## config.mk

```make
export PLATFORM = sky130hd
export DESIGN_NAME = lut_cfg_loader_flat
export DESIGN_NICKNAME = d
export VERILOG_FILES = /design/src/rtl/lut_cfg_loader_if.sv /design/src/rtl/lut_cfg_loader.sv /design/src/flat_wrapper.sv
export SDC_FILE = /design/constraint.sdc
export NUM_CORES = 1
export LEC_CHECK = 0
export ABC_AREA = 1
export ABC_CLOCK_PERIOD_IN_PS = 2000
export CAP_MARGIN = 20
export CORE_MARGIN = 1
export CORE_UTILIZATION = 55
export CTS_CLUSTER_DIAMETER = 30
export CTS_CLUSTER_SIZE = 28
export DETAILED_ROUTE_END_ITERATION = 7
export PLACE_DENSITY = 0.89
export SETUP_SLACK_MARGIN = 0.2
export SYNTH_ARGS = -nofsm -noshare
export SYNTH_HDL_FRONTEND = slang
export SYNTH_SLANG_ARGS = --single-unit
export TNS_END_PERCENT = 5
```

## constraint.sdc

```tcl
create_clock -name clk -period 2 [get_ports clk]
set_clock_uncertainty 0.05 [all_clocks]
set_input_delay 0.6 -clock clk [delete_from_list [all_inputs] [get_ports clk]]
set_output_delay 0.6 -clock clk [all_outputs]
set_load 0.03 [all_outputs]
```

## src/rtl/lut_cfg_loader_if.sv

```systemverilog
// Config-stream bus between a bitstream source (master) and lut_cfg_loader (slave).
// Carries the word handshake, control strobes and the committed LUT image.
interface lut_cfg_loader_if #(
   parameter int INPUTS   = 4,
   parameter int NUM_LUTS = 1,
   parameter int WORD_W   = 8
);
   localparam int CFG_TOT = NUM_LUTS * (2 * (2 ** INPUTS) + 1);

   logic                start;
   logic                abort;
   logic                cfg_valid;
   logic                cfg_ready;
   logic [WORD_W-1:0]   cfg_data;
   logic [CFG_TOT-1:0]  config_out;
   logic                comb_set;
   logic                busy;
   logic                done;

   modport master (
      output start, abort, cfg_valid, cfg_data,
      input  cfg_ready, config_out, comb_set, busy, done
   );

   modport slave (
      input  start, abort, cfg_valid, cfg_data,
      output cfg_ready, config_out, comb_set, busy, done
   );
endinterface

```

## src/rtl/lut_cfg_loader.sv

```systemverilog
// Word-serial config loader for fracturable LUT tiles: assembles an MSB-first bitstream
// in a shadow register and publishes the full image atomically with a one-cycle comb_set.
module lut_cfg_loader #(
   parameter int INPUTS   = 4,
   parameter int NUM_LUTS = 1,
   parameter int WORD_W   = 8
) (
   input  logic             clk,
   input  logic             rst,
   lut_cfg_loader_if.slave  bus
);
   localparam int MEM_SIZE = 2 ** INPUTS;
   localparam int CFG_W    = 2 * MEM_SIZE + 1;
   localparam int TOT_W    = NUM_LUTS * CFG_W;
   localparam int NWORDS   = (TOT_W + WORD_W - 1) / WORD_W;
   localparam int PAD      = NWORDS * WORD_W - TOT_W;
   localparam int SHW      = (NWORDS - 1) * WORD_W;
   localparam int CNT_W    = $clog2(NWORDS + 1);
   localparam logic [CNT_W-1:0] LAST_IDX = CNT_W'(NWORDS - 1);

   typedef enum logic [1:0] {
      S_IDLE,
      S_LOAD,
      S_COMMIT
   } state_t;

   state_t             r_state;
   state_t             w_next;
   logic [SHW-1:0]     r_shadow;
   logic [CNT_W-1:0]   r_cnt;
   logic [TOT_W-1:0]   r_config;
   logic               r_done;

   logic               w_beat;
   logic               w_final;
   logic [TOT_W-1:0]   w_image;

   // Only the first NWORDS-1 words live in the shadow; the final word is merged
   // on the fly, with its low PAD bits dropped.
   assign w_beat  = bus.cfg_valid && (r_state == S_LOAD);
   assign w_final = w_beat && !bus.abort && (r_cnt == LAST_IDX);
   assign w_image = {r_shadow, bus.cfg_data[WORD_W-1:PAD]};

   always_ff @(posedge clk) begin
      if (rst) begin
         r_state <= S_IDLE;
      end else begin
         r_state <= w_next;
      end
   end

   always_comb begin
      w_next = r_state;
      case (r_state)
         S_IDLE: begin
            if (bus.start) begin
               w_next = S_LOAD;
            end
         end
         S_LOAD: begin
            if (bus.abort) begin
               w_next = S_IDLE;
            end else if (w_final) begin
               w_next = S_COMMIT;
            end
         end
         S_COMMIT: begin
            w_next = S_IDLE;
         end
         default: begin
            w_next = S_IDLE;
         end
      endcase
   end

   always_comb begin
      bus.cfg_ready  = 1'b0;
      bus.comb_set   = 1'b0;
      bus.busy       = 1'b1;
      case (r_state)
         S_IDLE:   bus.busy      = 1'b0;
         S_LOAD:   bus.cfg_ready = 1'b1;
         S_COMMIT: bus.comb_set  = 1'b1;
         default:  bus.busy      = 1'b0;
      endcase
      bus.config_out = r_config;
      bus.done       = r_done;
   end

   always_ff @(posedge clk) begin
      if (rst) begin
         r_shadow <= '0;
         r_cnt    <= '0;
         r_config <= '0;
         r_done   <= 1'b0;
      end else begin
         if (r_state == S_IDLE && bus.start) begin
            r_done <= 1'b0;
         end
         if (r_state == S_COMMIT) begin
            r_done <= 1'b1;
         end
         // abort outranks a coincident beat, including the final one
         if (r_state == S_LOAD) begin
            if (bus.abort) begin
               r_shadow <= '0;
               r_cnt    <= '0;
            end else if (w_final) begin
               r_config <= w_image;
               r_shadow <= '0;
               r_cnt    <= '0;
            end else if (w_beat) begin
               r_shadow <= SHW'({r_shadow, bus.cfg_data});
               r_cnt    <= r_cnt + CNT_W'(1);
            end
         end
      end
   end
endmodule

```

## src/flat_wrapper.sv

```systemverilog
// flat-port wrapper written by rule: the top's interface ports become plain ports
module lut_cfg_loader_flat 
#(
   parameter int INPUTS   = 4,
   parameter int NUM_LUTS = 1,
   parameter int WORD_W   = 8
)
  (clk, rst, bus_start, bus_abort, bus_cfg_valid, bus_cfg_data, bus_cfg_ready, bus_config_out, bus_comb_set, bus_busy, bus_done);
  lut_cfg_loader_if #(.INPUTS(INPUTS), .NUM_LUTS(NUM_LUTS), .WORD_W(WORD_W)) bus_i ();
  input  logic clk;
  input  logic rst;
  input wire logic [$bits(bus_i.start)-1:0] bus_start;
  input wire logic [$bits(bus_i.abort)-1:0] bus_abort;
  input wire logic [$bits(bus_i.cfg_valid)-1:0] bus_cfg_valid;
  input wire logic [$bits(bus_i.cfg_data)-1:0] bus_cfg_data;
  output wire logic [$bits(bus_i.cfg_ready)-1:0] bus_cfg_ready;
  output wire logic [$bits(bus_i.config_out)-1:0] bus_config_out;
  output wire logic [$bits(bus_i.comb_set)-1:0] bus_comb_set;
  output wire logic [$bits(bus_i.busy)-1:0] bus_busy;
  output wire logic [$bits(bus_i.done)-1:0] bus_done;
  assign bus_i.start = bus_start;
  assign bus_i.abort = bus_abort;
  assign bus_i.cfg_valid = bus_cfg_valid;
  assign bus_i.cfg_data = bus_cfg_data;
  assign bus_cfg_ready = bus_i.cfg_ready;
  assign bus_config_out = bus_i.config_out;
  assign bus_comb_set = bus_i.comb_set;
  assign bus_busy = bus_i.busy;
  assign bus_done = bus_i.done;
  lut_cfg_loader #(.INPUTS(INPUTS), .NUM_LUTS(NUM_LUTS), .WORD_W(WORD_W)) u_core (.clk(clk), .rst(rst), .bus(bus_i));
endmodule
```

==> metrics.md, run 1 <==
| Metric | Value |
|---|---|
| Initial Utilization | between 50% and 60% |
| Hpwl dp | about 3800 um |
| Most frequent cell after synthesis | nand2_1 |
| Clock slew at reported path FFs | around 0.070 ns |
| CP Capture Type | primary output |
| Static Leak | about 1.4 nW |
| Routed WL per cell | 13.2 um |
| Fin. max-slew vios | 0 |
| Die height | approximately 70 um |
| DR DRC count | 0 |
| Min-Delay Path Class | register to register |
| EDFF count, synth | 0 |
| Layout cells sized above 1 | a little over an eighth |
| Max-cap viol count | 0 |
| Maximum fanout along the worst path | 3 |
| Die width | slightly above 70 um |
| Syn Inst Count | ~330 |
| Placed cell count | 426 |
| Gr ovfl total | 0 |
| Register area share after synthesis | between 50% and 60% |
| Critical path class | register to primary output |
| Final instance area | 0.00347 mm2 |
| Largest buffer count on any clock path | 2 |
| Asr flop ratio synth | 0% |
| Synthesized area per cell | roughly 8 um2 |
| Unique masters post-synth | 22 |
| Largest net degree at the start of global routing | 58 |
| Vias in the first global route | 2,176 |
| Fill cell count | roughly 310 |
| Tot GR Track Use | approximately a quarter |
| Router iterations before antenna repair | 4 |
| Total Power | ~3.2 mW |
| Final #Nets | just over 400 |
| Startpoint Class | register |
| WP data required | 1.35 ns |
| Layout area overhead | 30.8% |
| GP Congestion | around 0.78 |
| Dpl ws | around 0.0057 ns |
| Setup violations, final | 0 |
| Status | complete, no violations |
| Synth top area share | approximately 54% |
| Main flop type after synthesis | dfxtp_1 |
| Post-route minimum period | 1.81 ns |
| CP arrival | 1.16 ns |
| Latest clock arrival within the worst-skew pair | ~0.35 ns |
| H-tree lvl count | 3 |
| Port buffer count | just under 50 |
| IO Pins | 50 |
| Post-synth net total | 352 |
| Synthesized area | about 0.0027 mm2 |
| Max Freq | around 550 MHz |
| Hold Buf Count CTS | 0 |
| Final setup margin | around 0.19 ns |
| Final hold slack | around 0.41 ns |
| Inserted Diodes | 0 |
| Top cell type by total area after synthesis | dfxtp_1 |
| Rows | 24 |
| Rel. slew slack | around 76% |
| CTS tree | done |
| Syn. warnings | 0 |
| Final Cycle Share | 90.3% |
| Die area | between 0.005 and 0.006 mm2 |
| CORE AREA | 0.00450 mm2 |
| Synth cell count leaders | 112 x nand2_1, 71 x dfxtp_1, 56 x a21oi_1 |
| Worst-Margin Slew | 0.355 ns |
| Vias per std cell | 5.28 |
| Iteration-0 DRC Markers | about 150 |
| Placed inst area | around 0.0032 mm2 |
| Largest cells by area after synthesis | dfxtp_1 54%, nand2_1 16%, a21oi_1 11% |
| DR vias | 2,341 |
| Synth Register Bits | just over 70 |
| Sinks on Clock Net | between 70 and 80 |
| Worst VDD drop | 0.000547 V |
| RSZ-0062 raised after global routing | true |
| Antenna viol nets, final | 0 |
| Initial antenna violation count | 0 |
| CTS Root Cell | clkbuf_8 |
| Routed wire length | between 5000 and 6000 um |
| PD cells | between 900 and 1000 mW/mm2 |
| Fin cells | approximately 440 |
| First-pass GRT wire length | 9670 um |
| Hold Violations, Final | 0 |
| TritonCTS buffer count | 9 |
## registers in the layout (all words and copies together) (netlist names)
name / cells
u_core.r_state: 2
u_core.bus.done: 1
u_core.r_shadow: 32
u_core.bus.config_out: 33
u_core.r_cnt: 3
## through the flow
stage	utilization, %	setup TNS, ns
finish	77.1	0
global route	77.1	0
CTS	76.3	0
detailed placement	71.9	0
global placement	71.9	-0.00165
floorplan	-	0
## worst max-delay path: stages (launching register included)
cell	delay [ns]
dfxtp_4	0.37
inv_2	0.06
ha_1	0.23
buf_6	0.15
## worst paths after layout
kind                        startpoint                         to  slack [ns]  cells past startpoint
min reg2reg  u_core.bus.config_out[15]  u_core.bus.config_out[15]        0.41                      2
min          u_core.bus.config_out[15]  u_core.bus.config_out[15]        0.41                      2
max reg2reg          u_core.r_state[1]  u_core.bus.config_out[27]        0.50                      8
max                  u_core.r_state[0]               bus_comb_set        0.19                      3
## cell type report
| cell class | count | area [um2] | share of cell area [%] |
|---|---|---|---|
| Clock buffer | 10 | 128 | 3.67 |
| Clock inverter | 6 | 109 | 3.13 |
| Inverter | 11 | 42.5 | 1.22 |
| Multi-Input combinational cell | 232 | 1100 | 31.5 |
| Sequential cell | 71 | 1430 | 41.1 |
| Tap cell | 52 | 65.1 | 1.87 |
| Timing Repair Buffer | 61 | 608 | 17.5 |
## metal layers
| metal | global-route usage, % | vias to the layer above | part of all wire, % |
|---|---|---|---|
| met1 | 31.2 | 1088 | 44 |
| li1 | - | 1172 | - |
| met4 | 12.6 | 0 | 2.0 |
| met2 | 39.2 | 71 | 49 |
| met3 | 6.47 | 10 | 5.3 |
| met5 | 0 | - | 0 |
## placed cells by master (no fill, tap or decap)
master	instances
clkinv_4	1
o21ai_0	11
o21ai_1	3
nor2_4	1
a21oi_2	3
bufinv_16	3
clkdlybuf4s50_1	11
inv_2	2
dfxtp_2	1
buf_12	6
nand3_1	1
inv_1	8
clkbuf_1	1
nand2_2	8
nand3b_1	1
xor2_1	1
ha_1	4
o21ai_2	1
dfxtp_1	69
nor2_2	1
buf_4	7
a21oi_1	56
dfxtp_4	1
nor2_1	27
buf_2	1
dlygate4sd2_1	34
nand2_1	112
ha_4	2
buf_6	2
clkinv_2	3
clkbuf_8	9
## report_power, final
part | total (mW) | leakage, nW | switching (mW) | internal (mW)
Clock | 1.36 | 0.120 | 0.536 | 0.826
Sequential | 1.46 | 0.573 | 0.0195 | 1.44
Combinational | 0.367 | 0.726 | 0.217 | 0.150
## timing repair
action / CTS / global route
gates resized for setup: 44 / 7
setup endpoints to repair: 37 / 5
pin swaps: 0 / 1
buffers inserted: 0 / 1
endpoints found under the hold margin: 0 / 0
## logic make-up after synthesis
family                   after synthesis  share of synthesized area [%]
AND/OR/NAND/NOR                      151                           22.7
XOR/XNOR                               1                          0.330
buffers and inverters                 30                           6.17
AO/OA/AOI/OAI                         74                           14.5
adder cells (fa/ha/maj)                6                           2.83
flip-flops                            71                           53.5
(Power assumes the default switching activity.)
==> run 2, diff against run 1 <==
--- a/config.mk
+++ b/config.mk
@@ -8,13 +8,14 @@
 export ABC_AREA = 1
 export ABC_CLOCK_PERIOD_IN_PS = 2000
 export CAP_MARGIN = 20
-export CORE_MARGIN = 1
+export CORE_MARGIN = 2
 export CORE_UTILIZATION = 55
 export CTS_CLUSTER_DIAMETER = 30
 export CTS_CLUSTER_SIZE = 28
 export DETAILED_ROUTE_END_ITERATION = 7
 export PLACE_DENSITY = 0.89
 export SETUP_SLACK_MARGIN = 0.2
+export SLEW_MARGIN = 0
 export SYNTH_ARGS = -nofsm -noshare
 export SYNTH_HDL_FRONTEND = slang
 export SYNTH_SLANG_ARGS = --single-unit
==> run 2 against run 1 <==
  * Register-to-register slack lost 0.03 ns
  * Power shrank 13%
  * Cell area shrank 3.5%
  * Non-clock buffer count shrank 3
  * Critical path type unchanged
  * Largest cell class unchanged
  * Largest power group unchanged
==> metrics.md, run 2 (synthesized netlist as in run 1, its figures left out) <==
| Metric | Value |
|---|---|
| CORE AREA | about 0.0047 mm2 |
| Post-CTS Setup Bufs | 0 |
| Dpl ws | -0.0766 ns |
| CP cell instances | inv_2 -> ha_1 -> buf_6 |
| DR DRC count | 0 |
| FF-to-FF setup slack | 0.47 ns |
| RSZ-0062 raised after global routing | true |
| Worst R2R End | u_core.bus.config_out[27] |
| Post-layout util | a little over 70% |
| CTS Root Cell | clkbuf_8 |
| Routed WL per cell | about 12 um |
| GR met1 Demand/Resource | a little over a quarter |
| Max-cap viol count | 0 |
| Die height | 73.5 um |
| Gr ovfl total | 0 |
| Setup tns final | 0 ns |
| GP Congestion | around 0.76 |
| Max reg flops | 33 |
| Latest clock arrival within the worst-skew pair | about 0.33 ns |
| Startpoint Class | register |
| Hold Path Stages | 2 |
| Commonest cells after routing, fill and taps aside | 112 x nand2_1, 69 x dfxtp_1, 56 x a21oi_1 |
| Iteration-0 DRC Markers | about 190 |
| TritonCTS buffer count | 9 |
| Layout area overhead | 26.2% |
| R2R depth | 8 |
| Fill cell count | roughly 380 |
| Most common cell after layout, fill and taps aside | nand2_1 |
| Hold Violations, Final | 0 |
| Critical path class | register to primary output |
| Fin cells | 441 |
| Met3 usage | under 10% |
| Clock slew at reported path FFs | around 0.070 ns |
| FF-to-FF Start | u_core.r_state[1] |
| Vias in the first global route | roughly 2,200 |
| Min-Delay Path Class | register to register |
| Port buffer count | 49 |
| Min-delay src | u_core.bus.config_out[24] |
| DR vias | 2,336 |
| Rows | 25 |
| Critical path's slowest cell | dfxtp_2 |
| Status | complete, no violations |
| Placed inst area | approximately 0.0032 mm2 |
| Final #Nets | about 400 |
| Fin. max-slew vios | 0 |
| Net Sw Frac | about a quarter |
| Multi-input gate area | between 0.001 and 0.0015 mm2 |
| Die area | ~0.0054 mm2 |
| Routed wire length | around 5400 um |
| Layout cells sized above 1 | around an eighth |
| Rel. slew slack | between 70% and 80% |
| Met2 Track Usage GR | between 30 and 40% |
| IO Pins | 50 |
| Initial antenna violation count | 0 |
| Post-route minimum period | 1.81 ns |
| CTS tree | done |
| Router iterations before antenna repair | 4 |
| Sinks on Clock Net | 71 |
| Final Cycle Share | about nine tenths |
| Placed cell count | ~430 |
| Grt peak-use layer | met2 |
| Worst VDD drop | 0.000583 V |
| Sequential share of power | around 52% |
| Register Area | approximately 0.0014 mm2 |
| Final setup margin | 0.190 ns |
| Clk pwr share | 35.9% |
| Die width | ~73 um |
| CP Capture Type | primary output |
| Setup violations, final | 0 |
| WP data required | about 1.4 ns |
| Hold Buf Count CTS | 0 |
| Hpwl dp | roughly 3700 um |
| Antenna viol nets, final | 0 |
| Final hold slack | just over 0.4 ns |
| Int Pwr | approximately 2.1 mW |
| Inserted Diodes | 0 |
| Worst-Margin Slew | between 0.4 and 0.5 ns |
| Largest net degree at the start of global routing | 36 |
| Final instance area | 0.00335 mm2 |
| Total Power | ~2.8 mW |
| Static Leak | between 1 and 1.5 nW |
| PD cells | about 830 mW/mm2 |
| CP arrival | approximately 1.2 ns |
| First-pass GRT wire length | between 9000 and 10,000 um |
| Max incr delay on CP | between 0.3 and 0.4 ns |
| Vias per std cell | around 5.3 |
| Max Freq | ~550 MHz |
| Largest buffer count on any clock path | 2 |
| Tot GR Track Use | between 20 and 25% |
| Switch Pwr | approximately 700 uW |
| Hold path endpoint | u_core.bus.config_out[24] |
| H-tree lvl count | 3 |
| Gate power share | a little under an eighth |
| Maximum fanout along the worst path | 3 |
| Initial Utilization | roughly 57% |
run 2: cell count changes in the layout (fill, tap and decap cells not counted):
cell / before / now
buf_12: 6 / 5
buf_4: 7 / 6
buf_6: 2 / 1
bufinv_16: 3 / 0
clkbuf_1: 1 / 2
clkbuf_8: 9 / 11
clkinv_2: 3 / 1
clkinvlp_4: 0 / 1
dfxtp_2: 1 / 2
dfxtp_4: 1 / 0
ha_1: 4 / 5
ha_2: 0 / 1
ha_4: 2 / 0
run 2: layout make-up:
type	instances	area share, %
sequential	71	42.5
multi-input combinational	232	32.0
clock inverter	2	0.485
tap	54	2.02
clock buffer	13	4.74
inverter	11	1.27
timing repair buffer	58	17.0
run 2: worst max-delay path by stage:
| stage | slack [ns] | from | end | depth (start not counted) |
|---|---|---|---|---|
| 2_1_floorplan | 0.38 | u_core.r_state[1] | u_core.bus.config_out[25] | 8 |
| 3_3_place_gp | 0.0008 | bus_cfg_valid | u_core.bus.config_out[25] | 7 |
| 3_5_place_dp | -0.08 | bus_cfg_valid | u_core.bus.config_out[31] | 7 |
| 4_1_cts | 0.14 | u_core.r_state[0] | bus_busy | 3 |
| 5_1_grt | 0.15 | u_core.r_state[1] | bus_busy | 3 |
| 6_report | 0.19 | u_core.r_state[0] | bus_busy | 3 |
run 2: timing repair:
item                       4_1_cts  5_1_grt
pin swaps                        0        1
gates resized for setup         43        4
setup endpoints to repair       37        9
run 2: metal layers:
| layer | vias up | share of wire [%] |
|---|---|---|
| met3 | 10 | 5.5 |
| met4 | 0 | 1.5 |
| met2 | 78 | 49 |
| met1 | 1085 | 44 |
| li1 | 1163 | - |
| met5 | - | 0 |
run 2: power groups by stage:
stage | clock (mW) | combinational, mW | sequential (mW)
5_1_grt | 1.07 | 0.364 | 1.45
6_report | 0.999 | 0.332 | 1.45
4_1_cts | 1.01 | 0.332 | 1.45
3_3_place_gp | 0 | 0.319 | 1.48
2_1_floorplan | 0 | 0.213 | 1.48
3_5_place_dp | 0 | 0.324 | 1.48
run 2: worst max-delay path, delay by kind of cell, from the launching register on:
family     cells  cell delay (ns)
buf+inv        2             0.19
fa+ha+maj      1             0.28
flops          1             0.36
==> run 3, diff against run 2 <==
--- a/config.mk
+++ b/config.mk
@@ -9,11 +9,11 @@
 export ABC_CLOCK_PERIOD_IN_PS = 2000
 export CAP_MARGIN = 20
 export CORE_MARGIN = 2
-export CORE_UTILIZATION = 55
+export CORE_UTILIZATION = 50
 export CTS_CLUSTER_DIAMETER = 30
 export CTS_CLUSTER_SIZE = 28
 export DETAILED_ROUTE_END_ITERATION = 7
-export PLACE_DENSITY = 0.89
+export PLACE_DENSITY = 0.82
 export SETUP_SLACK_MARGIN = 0.2
 export SLEW_MARGIN = 0
 export SYNTH_ARGS = -nofsm -noshare
==> run 3 against run 2 <==
  * Via count down 2.7%
  * Setup slack worse by 0.0038 ns
  * Sequential cell count unchanged
  * Critical path depth stayed put
  * Power up 5.0%
  * Non-clock buffer count down 2
  * First-iteration DRC count decreased by 30%
  * Global-route usage fell by 2.9 points
  * Clock-buffer cell count is 1 lower
  * Utilization decreased by 4.6 points
  * Register-to-register slack better by 0.02 ns
  * Maximum frequency shrank 0.21%
==> metrics.md, run 3 (synthesized netlist as in run 1, its figures left out) <==
| Metric | Value |
|---|---|
| DR DRC count | 0 |
| Int Pwr | ~2.2 mW |
| First-pass GRT wire length | ~9000 um |
| RSZ-0062 raised after global routing | true |
| Hold Path Stages | 2 |
| Latest clock arrival within the worst-skew pair | between 0.3 and 0.4 ns |
| Vias per std cell | 5.00 |
| CTS tree | done |
| Post-route minimum period | about 1.8 ns |
| R2R depth | 8 |
| Gate power share | 12.7% |
| Router iterations before antenna repair | 4 |
| Routed wire length | approximately 5400 um |
| Vias in the first global route | 2,097 |
| Initial Utilization | 52.0% |
| Most common cell after layout, fill and taps aside | nand2_1 |
| Clk pwr share | a little under two fifths |
| Worst VDD drop | 0.000520 V |
| IO Pins | 50 |
| Clock slew at reported path FFs | 0.07 ns |
| CP arrival | roughly 1.2 ns |
| Fill cell count | 434 |
| Placed inst area | between 0.003 and 0.004 mm2 |
| Min-Delay Path Class | register to register |
| Switch Pwr | between 700 and 800 uW |
| Hold Violations, Final | 0 |
| FF-to-FF setup slack | around 0.5 ns |
| CP Capture Type | primary output |
| Commonest cells after routing, fill and taps aside | 112 x nand2_1, 69 x dfxtp_1, 56 x a21oi_1 |
| Status | complete, no violations |
| TritonCTS buffer count | 9 |
| Rows | 26 |
| DR vias | around 2,300 |
| Die area | 0.00591 mm2 |
| Initial antenna violation count | 0 |
| Static Leak | 1.37 nW |
| Hold Buf Count CTS | 0 |
| Sequential share of power | 49.7% |
| H-tree lvl count | 3 |
| PD cells | ~860 mW/mm2 |
| Layout cells sized above 1 | a little under an eighth |
| Final Cycle Share | 90.7% |
| Final instance area | approximately 0.0034 mm2 |
| Gr ovfl total | 0 |
| Layout area overhead | 28.5% |
| Worst-Margin Slew | 0.372 ns |
| Sinks on Clock Net | a little over 70 |
| Port buffer count | 49 |
| Setup violations, final | 0 |
| Hpwl dp | around 3300 um |
| Largest net degree at the start of global routing | 58 |
| Startpoint Class | register |
| CORE AREA | 0.00511 mm2 |
| Inserted Diodes | 0 |
| Iteration-0 DRC Markers | 132 |
| Max-cap viol count | 0 |
| Hold path endpoint | u_core.bus.config_out[6] |
| Fin. max-slew vios | 0 |
| Maximum fanout along the worst path | 5 |
| Tot GR Track Use | slightly below 20% |
| Net Sw Frac | 25.0% |
| Antenna viol nets, final | 0 |
| Min-delay src | u_core.bus.config_out[6] |
| Max reg flops | 33 |
| Routed WL per cell | between 10 and 15 um |
| Critical path class | register to primary output |
| Die width | 76.9 um |
| FF-to-FF Start | u_core.r_state[0] |
| Largest buffer count on any clock path | 2 |
| Die height | 76.9 um |
| Worst R2R End | u_core.bus.config_out[25] |
| GP Congestion | 0.778 |
| CTS Root Cell | clkbuf_8 |
| Final hold slack | between 0.4 and 0.5 ns |
| Final #Nets | 400 |
| Max Freq | 551 MHz |
| WP data required | between 1 and 1.5 ns |
| Rel. slew slack | between 70% and 80% |
[run 3: cell types whose count changed in the layout (fill, tap and decap cells not counted), sizes merged]
cell      change
buf           -2
bufinv        +1
clkinvlp      -1
clkbuf        -1
clkinv        +1
[run 3: power groups by stage]
stage	clock network, mW	registers, mW	logic [mW]
2_1_floorplan	0	1.48	0.213
3_3_place_gp	0	1.48	0.320
3_5_place_dp	0	1.48	0.328
4_1_cts	1.12	1.45	0.338
5_1_grt	1.18	1.46	0.406
6_report	1.10	1.45	0.371
[run 3: final cells by class]
cell class / count / area (um2) / area share [%]
inverter: 11 / 42.5 / 1.25
clock inverter: 3 / 43.8 / 1.28
multi-input combinational: 232 / 1100 / 32.2
sequential: 71 / 1430 / 41.8
clock buffer: 12 / 145 / 4.25
timing repair buffer: 56 / 571 / 16.7
tap: 70 / 87.6 / 2.57
[run 3: worst max-delay path, cell delays in order, from the launching register on]
cell	delay, ns
dfxtp_4	0.35
buf_4	0.14
ha_4	0.17
buf_4	0.16
[run 3: worst max path at each step]
stage | to | slack (ns) | depth (start not counted) | start
after global placement | u_core.bus.config_out[25] | -0.007 | 7 | bus_cfg_valid
after global routing | bus_cfg_ready | 0.15 | 3 | u_core.r_state[0]
after detailed placement | u_core.bus.config_out[25] | -0.06 | 7 | bus_cfg_valid
after floorplan | u_core.bus.config_out[25] | 0.38 | 8 | u_core.r_state[1]
after CTS | bus_busy | 0.13 | 3 | u_core.r_state[0]
final | bus_cfg_ready | 0.19 | 3 | u_core.r_state[0]
[run 3: repair_timing]
action,in CTS,in global routing
buffers inserted,0,1
pin swaps,0,1
resized for setup,44,7
endpoints found under the setup margin,37,5
[run 3: per-layer routing]
layer	wire, um	GRT usage, %
met5	0	0
met4	146	9.27
met3	338	6.00
met1	2450	23.8
met2	2420	31.2
[run 3: metrics by stage]
stage               std cells  utilization, %  power (mW)  TNS (ns)  setup slack (ns)
detailed placement        439            63.1        1.81    -0.125           -0.0586
CTS                       454            66.1        2.91         0             0.132
finish                    455            66.9        2.92         0             0.186
floorplan                 333               -        1.70         0             0.376
global route              455            66.9        3.04         0             0.151
global placement          439            63.1        1.80  -0.00788          -0.00671
